===== config.mk =====
export PLATFORM = sky130hd
export DESIGN_NAME = demux16_seq
export DESIGN_NICKNAME = d
export VERILOG_FILES = /design/src/rtl/demux16_pkg.sv /design/src/rtl/demux16_chan.sv /design/src/rtl/demux16_seq.sv
export SDC_FILE = /design/constraint.sdc
export NUM_CORES = 1
export LEC_CHECK = 0
export CAP_MARGIN = 20
export CORE_ASPECT_RATIO = 2
export CORE_MARGIN = 2
export CORE_UTILIZATION = 46
export CTS_BUF_LIST = sky130_fd_sc_hd__clkbuf_4 sky130_fd_sc_hd__clkbuf_8
export DETAILED_ROUTE_END_ITERATION = 8
export PLACE_DENSITY = 0.79
export REMOVE_ABC_BUFFERS = 1
export SLEW_MARGIN = 20
export SYNTH_ARGS = -nofsm -noshare
export SYNTH_HDL_FRONTEND = slang
export SYNTH_SLANG_ARGS = --single-unit

===== constraint.sdc =====
create_clock -name clk -period 2.44 [get_ports clk]
set_clock_uncertainty 0.15 [all_clocks]
set_input_delay 0.488 -clock clk [delete_from_list [all_inputs] [get_ports clk]]
set_output_delay 0.488 -clock clk [all_outputs]
set_load 0.005 [all_outputs]

===== src/rtl/demux16_pkg.sv =====
// demux16_pkg
//   Shared constants and types for the 1-to-16 sequential demultiplexer.
//   CH_NUM     : number of output channels
//   SEL_W      : width of the channel select
//   DATA_W_DEF : default data word width
//   state_e    : top-level FSM states (IDLE accepts words, SWEEP broadcasts)
package demux16_pkg;

  localparam int CH_NUM     = 16;
  localparam int SEL_W      = 4;
  localparam int DATA_W_DEF = 16;

  typedef enum logic [0:0] {
    IDLE  = 1'b0,
    SWEEP = 1'b1
  } state_e;

endpackage


===== src/rtl/demux16_chan.sv =====
// demux16_chan
//   One-entry holding register for a single output channel.
//   A write always wins over a simultaneous ack, so a consumer that acks
//   in the same cycle as a new word arrives simply sees the new word.
// Ports:
//   clk       : system clock
//   rst_n     : asynchronous active-low reset
//   wr_en_i   : load wr_data_i and mark the entry valid
//   wr_data_i : word to store
//   ack_i     : consumer takes the current word (clears valid unless written)
//   data_o    : stored word (held after an ack)
//   valid_o   : entry holds an unread word
module demux16_chan #(
  parameter int DATA_W = 16
) (
  input  logic              clk,
  input  logic              rst_n,
  input  logic              wr_en_i,
  input  logic [DATA_W-1:0] wr_data_i,
  input  logic              ack_i,
  output logic [DATA_W-1:0] data_o,
  output logic              valid_o
);

  logic [DATA_W-1:0] data_q, data_d;
  logic              valid_q, valid_d;

  always_comb begin
    data_d  = data_q;
    valid_d = valid_q;
    if (wr_en_i) begin
      data_d  = wr_data_i;
      valid_d = 1'b1;
    end else if (ack_i) begin
      // An ack on an already-empty entry leaves it empty.
      valid_d = 1'b0;
    end
  end

  always_ff @(posedge clk or negedge rst_n) begin
    if (!rst_n) begin
      data_q  <= '0;
      valid_q <= 1'b0;
    end else begin
      data_q  <= data_d;
      valid_q <= valid_d;
    end
  end

  assign data_o  = data_q;
  assign valid_o = valid_q;

endmodule


===== src/rtl/demux16_seq.sv =====
// demux16_seq
//   Sequential 1-to-16 demultiplexer. A unicast word is steered to the
//   channel named by in_sel; a broadcast word is latched and copied to
//   channels 0..15 one per cycle, stalling on any channel that is still
//   occupied and not being acked.
// Ports:
//   clk       : system clock
//   rst_n     : asynchronous active-low reset
//   in_valid  : producer offers a word
//   in_ready  : word is accepted this cycle (independent of in_valid)
//   in_sel    : destination channel for a unicast word
//   in_bcast  : word goes to every channel, in_sel ignored
//   in_data   : input word
//   out_data  : channel k at [k*DATA_W +: DATA_W]
//   out_valid : channel k holds an unread word
//   out_ack   : consumer k takes its word
//   busy      : broadcast sweep in progress
module demux16_seq
  import demux16_pkg::*;
#(
  parameter int DATA_W = DATA_W_DEF
) (
  input  logic                     clk,
  input  logic                     rst_n,
  input  logic                     in_valid,
  output logic                     in_ready,
  input  logic [SEL_W-1:0]         in_sel,
  input  logic                     in_bcast,
  input  logic [DATA_W-1:0]        in_data,
  output logic [CH_NUM*DATA_W-1:0] out_data,
  output logic [CH_NUM-1:0]        out_valid,
  input  logic [CH_NUM-1:0]        out_ack,
  output logic                     busy
);

  state_e            state_q, state_d;
  logic [SEL_W-1:0]  sweep_idx_q, sweep_idx_d;
  logic [DATA_W-1:0] sweep_data_q, sweep_data_d;

  logic [CH_NUM-1:0] free;
  logic [CH_NUM-1:0] sel_hot;
  logic [CH_NUM-1:0] idx_hot;
  logic [CH_NUM-1:0] wr_en;
  logic [DATA_W-1:0] wr_data;
  logic              ready_raw;

  // A channel can take a word this cycle if it is empty or being drained.
  assign free = ~out_valid | out_ack;

  genvar gi;
  generate
    for (gi = 0; gi < CH_NUM; gi++) begin : g_decode
      assign sel_hot[gi] = (in_sel == SEL_W'(gi));
      assign idx_hot[gi] = (sweep_idx_q == SEL_W'(gi));
    end
  endgenerate

  always_comb begin
    state_d      = state_q;
    sweep_idx_d  = sweep_idx_q;
    sweep_data_d = sweep_data_q;
    wr_en        = '0;
    wr_data      = in_data;
    ready_raw    = 1'b0;
    case (state_q)
      IDLE: begin
        if (in_bcast) begin
          ready_raw = 1'b1;
          if (in_valid) begin
            sweep_data_d = in_data;
            sweep_idx_d  = '0;
            state_d      = SWEEP;
          end
        end else begin
          ready_raw = free[in_sel];
          if (in_valid && free[in_sel]) begin
            wr_en = sel_hot;
          end
        end
      end
      SWEEP: begin
        wr_data = sweep_data_q;
        if (free[sweep_idx_q]) begin
          wr_en       = idx_hot;
          // Index wraps 15 -> 0 naturally, leaving it ready for the next sweep.
          sweep_idx_d = sweep_idx_q + SEL_W'(1);
          if (sweep_idx_q == SEL_W'(CH_NUM - 1)) begin
            state_d = IDLE;
          end
        end
      end
      default: state_d = IDLE;
    endcase
  end

  always_ff @(posedge clk or negedge rst_n) begin
    if (!rst_n) begin
      state_q      <= IDLE;
      sweep_idx_q  <= '0;
      sweep_data_q <= '0;
    end else begin
      state_q      <= state_d;
      sweep_idx_q  <= sweep_idx_d;
      sweep_data_q <= sweep_data_d;
    end
  end

  // Gate with rst_n so the producer never sees ready while reset is held.
  assign in_ready = rst_n & ready_raw;
  assign busy     = (state_q == SWEEP);

  generate
    for (gi = 0; gi < CH_NUM; gi++) begin : g_chan
      demux16_chan #(
        .DATA_W (DATA_W)
      ) u_chan (
        .clk       (clk),
        .rst_n     (rst_n),
        .wr_en_i   (wr_en[gi]),
        .wr_data_i (wr_data),
        .ack_i     (out_ack[gi]),
        .data_o    (out_data[gi*DATA_W +: DATA_W]),
        .valid_o   (out_valid[gi])
      );
    end
  endgenerate

endmodule


==> run summary <==
=================================================================================
Overall routing resource usage                                              26.3%
Pwr dens                                                             1420 nW/um^2
Launch point of the worst hold path                                  g_chan[4].u_chan.data_o[10]
Total CTS buffers                                                              41
RePlAce Congestion                                                          0.846
Count of unresolved DRC violations after routing                                0
Critical path's slowest cell                                         sky130_fd_sc_hd__mux4_2
Power share of the combinational group                                      50.4%
Number of register bits inferred by synthesis                                 293
Max frequency                                                             355 MHz
Proportion of synthesized chip area in sequential cells                     60.3%
Delay of the slowest cell on the worst path                               0.47 ns
I/O pins                                                                      314
Commonest non-fill, non-tap cell in the layout                       sky130_fd_sc_hd__clkdlybuf4s50_1
TritonCTS clock tree                                                          yes
Area growth from synthesis to final layout                                  44.9%
Relative slew slack                                                         41.3%
Max IR drop VDD                                                          0.807 mV
Least-Margin Pin Slew                                                    0.880 ns
Sink Count                                                                    293
Worst endpoint data arrival time                                          2.18 ns
Switching power total                                                     8.14 mW
Count of fill cells added during filler insertion                            1862
Vias in the first global route                                               8745
Number of violations of the max-capacitance limit                               0
Syn_area_per_cell                                                       15.5 um^2
Number of H-tree levels                                                         2
Chip width                                                                 119 um
Launch point of the worst reg-to-reg path                            g_chan[11].u_chan.valid_o
Internal power summed over all cells                                      16.8 mW
Die area                                                               27800 um^2
Worst-case setup margin in the final layout                             -0.379 ns
Worst EP required                                                         1.80 ns
Standby leakage power                                                     7.85 nW
Placeable Area                                                         26200 um^2
Count of final max-slew check failures                                          0
Final clock period utilization by the worst path                             116%
Class of the worst hold path                                         flop to flop
Sw Share                                                                    32.6%
Post-DR vias/cell                                                            5.31
Setup crit end kind                                                    output pin
Part of the power in the clock network                                      15.9%
Largest driver fanout on the critical path                                      2
Number of nets in the layout                                                 1222
Worst setup timing slack at the placement stage                         -0.838 ns
FF/Latch Area                                                           7330 um^2
Min Tclk post-route                                                       2.82 ns
Sequential power share                                                      33.7%
Vias post-DR                                                                 8231
Top Family by Delay on Critical Path                                 multiplexers
Total power draw                                                          25.0 mW
Max Root-Sink Buffers                                                           3
Setup CP Type                                                        flop to output pin
Total standard cell area after synthesis                               12200 um^2
Routed wirelength normalized by instance count                            23.9 um
Yosys warns                                                                     0
Number of enable-type register cells in the synthesized netlist                 0
Chip Height                                                                234 um
Area occupied by multi-input gates                                      4720 um^2
Number of optimization iterations in the first detailed-route pass              4
Number of failing setup endpoints in the final timing report                   37
Clock-pin slew on the worst setup and hold paths                          0.07 ns
Commonest cells after routing, fill and taps aside                   sky130_fd_sc_hd__clkdlybuf4s50_1, sky130_fd_sc_hd__dfrtp_1, sky130_fd_sc_hd__mux2_2
Result of the run                                                    complete, but fails checks
Post-DP HPWL                                                             25100 um
Total gr overflow                                                               0
Post-Layout Inst Area                                                  17600 um^2
Post-place instance area                                               16300 um^2
Critical Path, Cell by Cell                                          nor2b_1 -> mux4_2 -> a22oi_2 -> o221ai_2 -> a21oi_2 -> buf_2
Source-to-sink clock delay at the later pin of the worst-skew pair        0.56 ns
Clk root buf                                                         sky130_fd_sc_hd__clkbuf_8
First-pass GRT wire length                                               54200 um
Drt first-iter violations                                                     353
Share of cells above drive strength 1                                       41.0%
Distinct cell type count after synthesis                                       52
Count of final hold-check violations                                            0
Cells after synthesis                                                         783
CP Buf/Inv Count                                                                1
Number of antenna violations at the first check in global routing               0
Share of async-settable or async-resettable flops after synthesis            100%
Number of nets still failing antenna checks after routing                       0
Violated checks                                                      setup timing
CP Launch Type                                                               flop
Post-Route WL                                                            37000 um
Main flop type after synthesis                                       sky130_fd_sc_hd__dfrtp_1
Pin count of the biggest net entering global routing                          153
Number of buffers inserted by port buffering                                  313
Count of standard-cell rows                                                    84
CP Launch Point                                                      g_chan[1].u_chan.valid_o
Initial Util                                                                46.4%
RSZ-0062 raised after global routing                                         true
=================================================================================
[state kept, by name, summed over array words and instances (netlist names)]
register,flops
g_chan.u_chan.valid_o,16
busy,1
sweep_data_q,16
g_chan.u_chan.data_o,256
sweep_idx_q,4
[cell type report]
cell class              count  area share [%]
flip-flops and latches    293            41.6
multi-input cells         426            26.8
repair buffers            412            24.2
clock buffers              62            4.45
well taps                 344            2.44
clock inverters             7           0.369
inverters                   4          0.0994
diodes                      1          0.0142
[routing by layer]
metal / part of all wire (%) / up-vias / global-route usage (%)
li1: - / 3555 / -
met2: 55 / 280 / 49.0
met1: 36 / 4293 / 28.1
met5: 0 / - / 0
met4: 5.5 / 0 / 14.5
met3: 3.8 / 103 / 4.01
[logic make-up after synthesis]
family / after synthesis / synth area share [%]
AO/OA/AOI/OAI: 33 / 3.05
adder cells (fa/ha/maj): 4 / 0.412
buffers and inverters: 64 / 2.86
flip-flops: 293 / 60.3
multiplexers: 301 / 29.2
AND/OR/NAND/NOR: 88 / 4.12
[worst register-to-register path, stage by stage (launching register included)]
cell and delay (ns):
sky130_fd_sc_hd__dfrtp_1 0.38, sky130_fd_sc_hd__nor2b_1 0.14, sky130_fd_sc_hd__buf_4 0.14, sky130_fd_sc_hd__mux4_2 0.48, sky130_fd_sc_hd__or2_4 0.26, sky130_fd_sc_hd__buf_4 0.14
sky130_fd_sc_hd__o22ai_4 0.24, sky130_fd_sc_hd__buf_6 0.16, sky130_fd_sc_hd__buf_16 0.11, sky130_fd_sc_hd__mux2_2 0.32
[stage by stage]
step	utilization [%]	hold slack, ns	std cells	TNS [ns]
after global placement	62.1	0.320	1456	-113.73
after CTS	66.7	0.346	1539	-5.28
final	67.3	0.342	1549	-4.32
after global routing	67.3	0.366	1548	-8.09
after floorplan	-	0.0424	723	-71.52
after detailed placement	62.1	0.331	1456	-121.07
[worst paths after layout]
| kind | end | slack [ns] | cells past startpoint |
|---|---|---|---|
| max | in_ready | -0.38 | 6 |
| min | g_chan[4].u_chan.data_o[10] | 0.34 | 1 |
| max reg2reg | g_chan[10].u_chan.data_o[2] | -0.19 | 9 |
| min reg2reg | g_chan[4].u_chan.data_o[10] | 0.34 | 1 |
| max in group asynchronous | g_chan[14].u_chan.data_o[7] | 0.95 | 3 |
| min in group asynchronous | sweep_data_q[6] | 0.49 | 3 |
[power by group through the flow]
| stage | Combinational, mW | Sequential (mW) | Clock (mW) |
|---|---|---|---|
| after detailed placement | 11.9 | 8.47 | 0 |
| after CTS | 12.5 | 8.39 | 4.08 |
| final | 12.6 | 8.41 | 3.97 |
| after global routing | 13.2 | 8.67 | 4.25 |
| after floorplan | 4.51 | 8.56 | 0 |
| after global placement | 11.7 | 8.34 | 0 |
[synthesized netlist by cell type, types with 4 or more instances]
library cell	count	area (um^2)
sky130_fd_sc_hd__nand2b_1	26	163
sky130_fd_sc_hd__nor2b_1	14	87.6
sky130_fd_sc_hd__nand3_1	5	25.0
sky130_fd_sc_hd__ha_1	4	50.1
sky130_fd_sc_hd__mux2_1	7	78.8
sky130_fd_sc_hd__dfrtp_1	293	7330
sky130_fd_sc_hd__clkbuf_1	22	82.6
sky130_fd_sc_hd__mux2_2	256	2880
sky130_fd_sc_hd__buf_2	14	70.1
sky130_fd_sc_hd__mux2_4	27	405
sky130_fd_sc_hd__mux2i_1	5	50.1
sky130_fd_sc_hd__buf_4	18	135
sky130_fd_sc_hd__nor2_1	11	41.3
sky130_fd_sc_hd__mux4_2	6	135
sky130_fd_sc_hd__nand2_1	16	60.1
[timing repair]
item / 4_1_cts / 5_1_grt
gates resized for setup: 44 / 23
hold buffers: 1 / 0
pin swaps: 5 / 7
buffers inserted: 8 / 11
cloned: 5 / 0
endpoints found under the hold margin: 249 / 0
setup endpoints to repair: 94 / 176
Power figures use the tool's default switching activity.
